File: src/rtl/col_driver.sv
// Column driver for a compute-in-memory array.
// Drives the bit-line pair of each column from flip-flops. MAC mode selects a
// single column from the address. CAM mode drives the search key onto the
// true lines and its complement onto the complement lines. Idle, or an
// unknown enable or mode, drives both lines low.
module col_driver #(
  parameter int WIDTH = 8,
  parameter int AW    = 3
) (
  input  logic             clk,
  input  logic             rst_n,
  input  logic             en,
  input  logic             w_en,
  input  logic [AW-1:0]    addr,
  input  logic [WIDTH-1:0] data,
  output logic [WIDTH-1:0] BL,
  output logic [WIDTH-1:0] BLB
);

  // One-hot decode of a column address.
  function automatic logic [WIDTH-1:0] col_onehot(input logic [AW-1:0] a);
    logic [WIDTH-1:0] v;
    v    = {WIDTH{1'b0}};
    v[a] = 1'b1;
    return v;
  endfunction

  logic [WIDTH-1:0] bl_next_s;
  logic [WIDTH-1:0] blb_next_s;
  logic [WIDTH-1:0] bl_r;
  logic [WIDTH-1:0] blb_r;

  // Select the next line drive from enable and mode. Any non-0/1 pattern falls to idle.
  always_comb begin
    bl_next_s  = {WIDTH{1'b0}};
    blb_next_s = {WIDTH{1'b0}};
    case ({en, w_en})
      2'b11: begin
        bl_next_s  = col_onehot(addr);
        blb_next_s = ~col_onehot(addr);
      end
      2'b10: begin
        bl_next_s  = data;
        blb_next_s = ~data;
      end
      default: begin
        bl_next_s  = {WIDTH{1'b0}};
        blb_next_s = {WIDTH{1'b0}};
      end
    endcase
  end

  // Output registers. Reset clears both lines at once, without waiting for a clock.
  always_ff @(posedge clk or negedge rst_n) begin
    if (!rst_n) begin
      bl_r  <= {WIDTH{1'b0}};
      blb_r <= {WIDTH{1'b0}};
    end else begin
      bl_r  <= bl_next_s;
      blb_r <= blb_next_s;
    end
  end

  assign BL  = bl_r;
  assign BLB = blb_r;

endmodule

File: config.mk
export PLATFORM = sky130hd
export DESIGN_NAME = col_driver
export DESIGN_NICKNAME = d
export VERILOG_FILES = /design/src/rtl/col_driver.sv
export SDC_FILE = /design/constraint.sdc
export NUM_CORES = 1
export LEC_CHECK = 0
export CAP_MARGIN = 10
export CORE_ASPECT_RATIO = 0.9
export CORE_MARGIN = 4
export CORE_UTILIZATION = 43
export CTS_BUF_LIST = sky130_fd_sc_hd__clkbuf_8
export DETAILED_ROUTE_END_ITERATION = 16
export GPL_TIMING_DRIVEN = 0
export PLACE_DENSITY = 0.82
export SLEW_MARGIN = 0
export SYNTH_ARGS = -nofsm -noshare
export SYNTH_HDL_FRONTEND = slang
export SYNTH_SLANG_ARGS = --single-unit
File: constraint.sdc
create_clock -name clk -period 0.8 [get_ports clk]
set_input_delay 0.16 -clock clk [delete_from_list [all_inputs] [get_ports clk]]
set_output_delay 0.16 -clock clk [all_outputs]
set_load 0.02 [all_outputs]
==> flow_metrics.env, run 1 <==
export IMPL_outcome="finished, violations left"
export IMPL_violations="setup timing"
export IMPL_fmax_mhz=1080
export IMPL_fp_dieH_um=44.5
export IMPL_drc=0
export IMPL_clock_sinks=16
export IMPL_grt_util_all_layers=0.149
export IMPL_final_hold_violation_count=0
export IMPL_postCtsHoldBufs=0
export IMPL_hold_path_class="in2async"
export IMPL_dp_hpwl_um=1080
export IMPL_core_sq_mm=0.00131
export IMPL_nets=101
export IMPL_cp_cell_sequence="buf_6"
export IMPL_yosys_warnings=0
export IMPL_grt_pass1_vias=528
export IMPL_dpl_cell_count=94
export IMPL_drt_wl_total_um=1610
export IMPL_power_mw=1.82
export IMPL_path_class="reg2out"
export IMPL_critPathRequiredTime_ps=640
export IMPL_clkPwrFrac=0.312
export IMPL_drive_gt1_frac=0.357
export IMPL_leakagePower_nw=0.493
export IMPL_area_growth_syn_to_layout_pct=63.5
export IMPL_portBuffers=30
export IMPL_vias_per_cell=5.58
export IMPL_crit_arrival_ps=760
export IMPL_antenna_found_initial=0
export IMPL_worst_pin_slew_ps=667
export IMPL_period_share=1.15
export IMPL_cts_tree="yes"
export IMPL_slowest_stage="dfrtp_1"
export IMPL_path_max_fanout=1
export IMPL_clockBufferDepth=2
export IMPL_path_clk_slew_ps=60
export IMPL_synth_cell_type_count=15
export IMPL_wl_per_cell_um=16.4
export IMPL_endpoint_kind="primary output"
export IMPL_p_sw_frac=0.237
export IMPL_drt_pass1_iter_count=4
export IMPL_slew_violations=0
export IMPL_worst_setup_path_start_kind="register"
export IMPL_grt_setup_unrepaired="yes"
export IMPL_ys_ff_latch=16
export IMPL_worst_path_buf_inv=1
export IMPL_gp_congestion=0.776
export IMPL_synth_cells=50
export IMPL_fin_cells=98
export IMPL_ir_drop_mv=1.21
export IMPL_cp_top_family="flip-flops"
export IMPL_overflow=0
export IMPL_drt_iter0_drc=5
export IMPL_setup_viol=18
export IMPL_grt_pass1_wl_um=2420
export IMPL_htreeDepth=1
export IMPL_antenna_cells=0
export IMPL_netSwitchingPower_uw=432
export IMPL_syn_area_per_cell_sq_um=12.7
export IMPL_start_util=0.488
export IMPL_final_util=0.797
export IMPL_antenna_left=0
export IMPL_synth_area_sq_um=637
export IMPL_die_w_um=48.6
export IMPL_grt_max_degree=17
export IMPL_ys_seq_area_frac=0.629
export IMPL_fp_dieArea_sq_mm=0.00216
export IMPL_layout_min_cycle_time_ps=923
export IMPL_seqPwrFrac=0.482
export IMPL_cts_root_buffer="clkbuf_8"
export IMPL_io_pins=31
export IMPL_syn_num_nets=65
export IMPL_p_int_mw=1.39
export IMPL_fin_ws_ps=-123
export IMPL_power_density_mw_per_mm2=1750
export IMPL_cts_buffers_inserted=3
export IMPL_p_comb_frac=0.206
export IMPL_cpPeakStageDelay_ps=380
export IMPL_dr_total_vias=547
export IMPL_slew_headroom=0.555
export IMPL_hold_ws_ps=60.6
export IMPL_cap_violations=0
export IMPL_rows=12
power by group through the flow:
stage                     clock network [mW]  registers (mW)  logic (mW)
after floorplan                            0           0.947      0.0741
after global placement                     0           0.881       0.344
after detailed placement                   0           0.883       0.352
after CTS                              0.585           0.880       0.370
after global routing                   0.617           0.883       0.396
final                                  0.569           0.879       0.376
final cells by class:
cell class              count  area (sq um)
clock buffers               3          41.3
inverters                   1          3.75
fillers                    92           265
flip-flops and latches     16           400
repair buffers             31           330
multi-input cells          32           236
well taps                  14          17.5
plain buffers               1          11.3
registers in the layout, indices dropped and copies added (netlist names):
name	flops
BLB	8
BL	8
stage by stage:
step,worst slack [ps],TNS [ps],area (sq um)
floorplan,-149,-245,637
global placement,-717,-16140,955
detailed placement,-724,-17010,955
CTS,-127,-1760,1030
global route,-139,-2000,1040
finish,-123,-1650,1040
repair_timing:
action                                  CTS  global route
pin swaps                                 2             1
resized for setup                       125             4
endpoints found under the setup margin   48            19
setup buffers                             1             0
cells by family (layout without fill, tap and decap cells):
group / Yosys count / in the layout / synth area share
buf+inv: 2 / 36 / 0.0236
compound gates: 8 / 8 / 0.0668
simple gates: 24 / 24 / 0.281
flops: 16 / 16 / 0.629
placed cells by master, fill, tap and decap left out, types with 2 or more instances in the layout:
cell type,count
nand2b_1,6
nand4bb_1,2
nand4b_1,3
buf_6,19
a21oi_1,6
dfrtp_1,16
clkdlybuf4s50_1,7
dlygate4sd2_1,2
clkbuf_8,3
and3_1,6
synth_stat cells (all sizes together):
master   number  area, sq um
a21oi         7         35.0
and3          7         43.8
and4bb        1         12.5
buf           1         11.3
dfrtp        16          400
inv           1         3.75
nand2b        6         37.5
nand4         1         6.26
nand4b        3         26.3
nand4bb       2         22.5
nor2b         1         6.26
nor3          1         5.00
o21a          1         7.51
or2b          1         8.76
or4b          1         10.0
layer usage:
layer | up-vias | wire [um] | GRT usage
met5 | - | 0 | 0
met4 | 0 | 33 | 0.0806
met3 | 4 | 141 | 0.0438
met2 | 27 | 810 | 0.250
met1 | 264 | 620 | 0.173
li1 | 252 | - | -
final timing paths:
path,start,to,cells past startpoint
max,BLB[0],BLB[0],1
min,rst_n,BLB[1],1
max in group asynchronous,rst_n,BL[6],1
min in group clk,addr[0],BL[0],3
No activity file was read; power rests on OpenSTA's default activity.
==> run 2: changes to the inputs <==
--- a/config.mk
+++ b/config.mk
@@ -5,7 +5,7 @@
 export SDC_FILE = /design/constraint.sdc
 export NUM_CORES = 1
 export LEC_CHECK = 0
-export CAP_MARGIN = 10
+export CAP_MARGIN = 20
 export CORE_ASPECT_RATIO = 0.9
 export CORE_MARGIN = 4
 export CORE_UTILIZATION = 43
@@ -17,3 +17,4 @@
 export SYNTH_ARGS = -nofsm -noshare
 export SYNTH_HDL_FRONTEND = slang
 export SYNTH_SLANG_ARGS = --single-unit
+export TNS_END_PERCENT = 50
==> run 2 against run 1 <==
Compared with the run above:
- the run still ends with setup timing left
- global-route usage fell by 0.14 points
- via count shrank 2.0%
- combinational power shrank 2%
- first-iteration DRC count is 60% lower
- cell count grew 1.0%
- critical path depth is the same
- fmax up 1.3%
- cell area increased by 0.48%
- clock power increased by 23%
- power rose by 6.5%
- largest cell class unchanged
- largest power group unchanged
==> flow_metrics.env, run 2 (synthesis gave the netlist of run 1 again) <==
export IMPL_outcome="finished, violations left"
export IMPL_violations="setup timing"
export IMPL_drt_wl_total_um=1480
export IMPL_overflow=0
export IMPL_cts_buffers_inserted=3
export IMPL_cp_cell_sequence="buf_6"
export IMPL_cts_tree="yes"
export IMPL_finalInstanceArea_sq_mm=0.00105
export IMPL_critPathRequiredTime_ps=640
export IMPL_dr_total_vias=536
export IMPL_worst_path_buf_inv=1
export IMPL_nets=101
export IMPL_antenna_cells=0
export IMPL_grt_max_degree=17
export IMPL_dpl_cell_area_sq_um=955
export IMPL_core_sq_mm=0.00131
export IMPL_grt_pass1_vias=566
export IMPL_slew_headroom=0.553
export IMPL_fmax_mhz=1100
export IMPL_cp_top_family="flip-flops"
export IMPL_start_util=0.488
export IMPL_endpoint_kind="primary output"
export IMPL_cpPeakStageDelay_ps=380
export IMPL_ir_drop_mv=1.41
export IMPL_final_cell_mix="18 x buf_6, 16 x dfrtp_1, 7 x a21oi_1, 7 x clkdlybuf4s50_1"
export IMPL_final_hold_violation_count=0
export IMPL_postCtsHoldBufs=0
export IMPL_grt_setup_unrepaired="yes"
export IMPL_fp_dieH_um=44.5
export IMPL_layout_commonest_cell="buf_6"
export IMPL_slowest_stage="dfrtp_1"
export IMPL_power_mw=1.94
export IMPL_hold_ws_ps=54.2
export IMPL_grt_util_all_layers=0.148
export IMPL_worst_setup_path_start_kind="register"
export IMPL_drt_iter0_drc=2
export IMPL_setup_viol=17
export IMPL_cap_violations=0
export IMPL_period_share=1.14
export IMPL_fin_ws_ps=-112
export IMPL_crit_arrival_ps=750
export IMPL_wl_per_cell_um=15.0
export IMPL_layout_min_cycle_time_ps=912
export IMPL_path_class="reg2out"
export IMPL_drt_pass1_iter_count=4
export IMPL_rows=12
export IMPL_hold_path_class="in2async"
export IMPL_clock_sinks=16
export IMPL_grt_pass1_wl_um=2440
export IMPL_power_density_mw_per_mm2=1860
export IMPL_io_pins=31
export IMPL_path_clk_slew_ps=60
export IMPL_antenna_found_initial=0
export IMPL_clockBufferDepth=2
export IMPL_htreeDepth=1
export IMPL_worst_pin_slew_ps=671
export IMPL_path_max_fanout=1
export IMPL_drc=0
export IMPL_area_growth_syn_to_layout_pct=64.2
export IMPL_die_w_um=48.6
export IMPL_slew_violations=0
export IMPL_antenna_left=0
export IMPL_vias_per_cell=5.41
export IMPL_portBuffers=30
export IMPL_cts_root_buffer="clkbuf_8"
export IMPL_gp_congestion=0.746
export IMPL_drive_gt1_frac=0.353
export IMPL_leakagePower_nw=0.499
export IMPL_fp_dieArea_sq_mm=0.00216
[run 2: cell count changes in the layout (fill, tap and decap cells not counted), sizes merged]
cell	previous run	this run
clkbuf	4	5
clkdlybuf4s15	1	0
dlygate4sd2	2	3
[run 2: timing repair]
| action | 4_1_cts | 5_1_grt |
|---|---|---|
| setup buffers | 1 | 0 |
| gates resized for setup | 125 | 1 |
| endpoints found under the setup margin | 48 | 18 |
| pin swaps | 2 | 1 |
[run 2: power breakdown]
group / total [mW] / internal (mW) / switching, mW
Combinational: 0.368 / 0.200 / 0.168
Sequential: 0.877 / 0.857 / 0.0202
Clock: 0.698 / 0.436 / 0.262
Total: 1.94 / 1.49 / 0.450
[run 2: final timing paths]
path / from / to / slack, ps / cells past startpoint
min: rst_n / BLB[2] / 50 / 1
max: BLB[0] / BLB[0] / -110 / 1
max in group asynchronous: rst_n / BLB[5] / 310 / 1
min in group clk: addr[0] / BL[0] / 190 / 3
[run 2: final cells by class]
cell class | count | area, sq um
multi-input cells | 32 | 233
clock buffers | 4 | 55.1
well taps | 14 | 17.5
plain buffers | 1 | 11.3
repair buffers | 31 | 325
flip-flops and latches | 16 | 400
fillers | 82 | 260
inverters | 1 | 3.75
[run 2: layer usage]
metal	GRT usage	vias to the layer above	part of all wire
li1	-	253	-
met3	0.0471	2	0.081
met1	0.146	254	0.36
met2	0.292	27	0.55
met4	0.0484	0	0.013
met5	0	-	0
[run 2: stage by stage]
stage               TNS [ps]  setup slack [ps]   util  cells
detailed placement    -16910              -741  0.731     94
global route           -2010              -136  0.801     99
floorplan               -229              -150      -     50
CTS                    -1750              -114  0.799     99
finish                 -1650              -112  0.801     99
global placement      -16080              -717  0.731     94
==> run 3: changes to the inputs <==
--- a/config.mk
+++ b/config.mk
@@ -13,6 +13,7 @@
 export DETAILED_ROUTE_END_ITERATION = 16
 export GPL_TIMING_DRIVEN = 0
 export PLACE_DENSITY = 0.82
+export SKIP_LAST_GASP = 1
 export SLEW_MARGIN = 0
 export SYNTH_ARGS = -nofsm -noshare
 export SYNTH_HDL_FRONTEND = slang
==> run 3 against run 2 <==
Compared with the run above:
- the run ends with hold timing, setup timing left
- power down 0.12%
- first-iteration DRC count up 100%
- via count down 0.37%
- die area unchanged
- sequential share of layout area about the same
- clock power about the same
- non-clock buffer count unchanged
- count of clock-buffer cells in the layout unchanged
- cell area up 0.12%
- setup slack better by 1.4 ps
- critical endpoint unchanged
- largest cell class unchanged
- largest power group unchanged
==> flow_metrics.env, run 3 (synthesis gave the netlist of run 1 again) <==
export IMPL_vias_per_cell=5.39
export IMPL_ir_drop_mv=1.40
export IMPL_crit_cells=1
export IMPL_m1WireLength_um=572
export IMPL_wl_met3_um=122
export IMPL_grt_max_degree=17
export IMPL_gp_congestion=0.746
export IMPL_final_hold_violation_count=16
export IMPL_worst_pin_slew_ps=701
export IMPL_antenna_cells=0
export IMPL_io_pins=31
export IMPL_wl_per_cell_um=14.9
export IMPL_antenna_found_initial=0
export IMPL_period_share=1.14
export IMPL_grt_pass1_vias=565
export IMPL_portBuffers=30
export IMPL_worst_setup_path_start_kind="register"
export IMPL_cp_top_family="flip-flops"
export IMPL_final_cell_mix="18 x buf_6, 16 x dfrtp_1, 7 x a21oi_1, 7 x clkdlybuf4s50_1"
export IMPL_cts_buffers_inserted=3
export IMPL_highest_layer="met4"
export IMPL_antenna_left=0
export IMPL_drt_pass1_iter_count=4
export IMPL_die_w_um=48.6
export IMPL_drive_gt1_frac=0.353
export IMPL_leakagePower_nw=0.506
export IMPL_layout_min_cycle_time_ps=910
export IMPL_cts_root_buffer="clkbuf_8"
export IMPL_critPathRequiredTime_ps=640
export IMPL_fp_dieH_um=44.5
export IMPL_dpl_cell_count=94
export IMPL_drt_iter0_drc=4
export IMPL_outcome="finished, violations left"
export IMPL_layout_commonest_cell="buf_6"
export IMPL_cap_violations=0
export IMPL_setup_viol=17
export IMPL_startpoint="BLB[0]"
export IMPL_slew_headroom=0.532
export IMPL_power_density_mw_per_mm2=1850
export IMPL_slowest_stage="dfrtp_1"
export IMPL_grt_pass1_wl_um=2450
export IMPL_hold_path_class="in2async"
export IMPL_crit_path_end="BLB[0]"
export IMPL_path_max_fanout=1
export IMPL_postCtsHoldBufs=0
export IMPL_area_growth_syn_to_layout_pct=64.4
export IMPL_grt_setup_unrepaired="yes"
export IMPL_drt_wl_total_um=1480
export IMPL_crit_arrival_ps=750
export IMPL_slew_violations=0
export IMPL_cpPeakStageDelay_ps=380
export IMPL_grt_util_all_layers=0.148
export IMPL_worst_path_buf_inv=1
export IMPL_violations="hold timing, setup timing"
export IMPL_met2_length_um=762
export IMPL_fmax_mhz=1100
export IMPL_clockBufferDepth=2
export IMPL_hold_ws_ps=-54.8
export IMPL_cts_tree="yes"
export IMPL_fin_cells=99
export IMPL_path_clk_slew_ps=60
export IMPL_endpoint_kind="primary output"
export IMPL_overflow=0
export IMPL_start_util=0.488
export IMPL_core_sq_mm=0.00131
export IMPL_rows=12
export IMPL_power_mw=1.94
export IMPL_nets=101
export IMPL_drc=0
export IMPL_clock_sinks=16
export IMPL_cp_cell_sequence="buf_6"
export IMPL_dr_total_vias=534
export IMPL_final_util=0.802
export IMPL_fp_dieArea_sq_mm=0.00216
export IMPL_fin_tns_setup_ps=-1680
export IMPL_fin_ws_ps=-110
export IMPL_htreeDepth=1
export IMPL_path_class="reg2out"
-- run 3: power breakdown --
part	internal, mW	switching, mW
clock	0.436	0.259
combinational	0.200	0.167
sequential	0.857	0.0202
-- run 3: per-layer routing --
metal	vias up	global-route usage
met5	-	0
met4	0	0.0484
met3	2	0.0438
met2	31	0.292
met1	248	0.150
li1	253	-
-- run 3: cell type report --
| class | instances | area [sq um] |
|---|---|---|
| Fill cell | 84 | 259 |
| Buffer | 1 | 11.3 |
| Clock buffer | 4 | 55.1 |
| Tap cell | 14 | 17.5 |
| Multi-Input combinational cell | 32 | 233 |
| Inverter | 1 | 3.75 |
| Sequential cell | 16 | 400 |
| Timing Repair Buffer | 31 | 327 |
-- run 3: worst min path at each step --
stage                     cells past startpoint  slack (ps)  startpoint     end
final                                         1         -50       rst_n   BL[0]
after global routing                          1           9       rst_n   BL[0]
after CTS                                     3         190     addr[0]   BL[0]
after detailed placement                      1         620       rst_n  BLB[2]
after global placement                        1         600       rst_n  BLB[2]
after floorplan                               0        -140       rst_n  BLB[0]
-- run 3: timing repair --
action,4_1_cts,5_1_grt
endpoints found under the hold margin,0,0
buffers inserted,1,0
cloned,0,0
resized for setup,124,1
pin swaps,2,0
endpoints found under the setup margin,48,34
-- run 3: per-stage QoR --
stage | area, sq um | worst slack, ps
final | 1050 | -110
after global placement | 955 | -717
after CTS | 1040 | -114
after floorplan | 637 | -150
after detailed placement | 955 | -741
after global routing | 1050 | -136
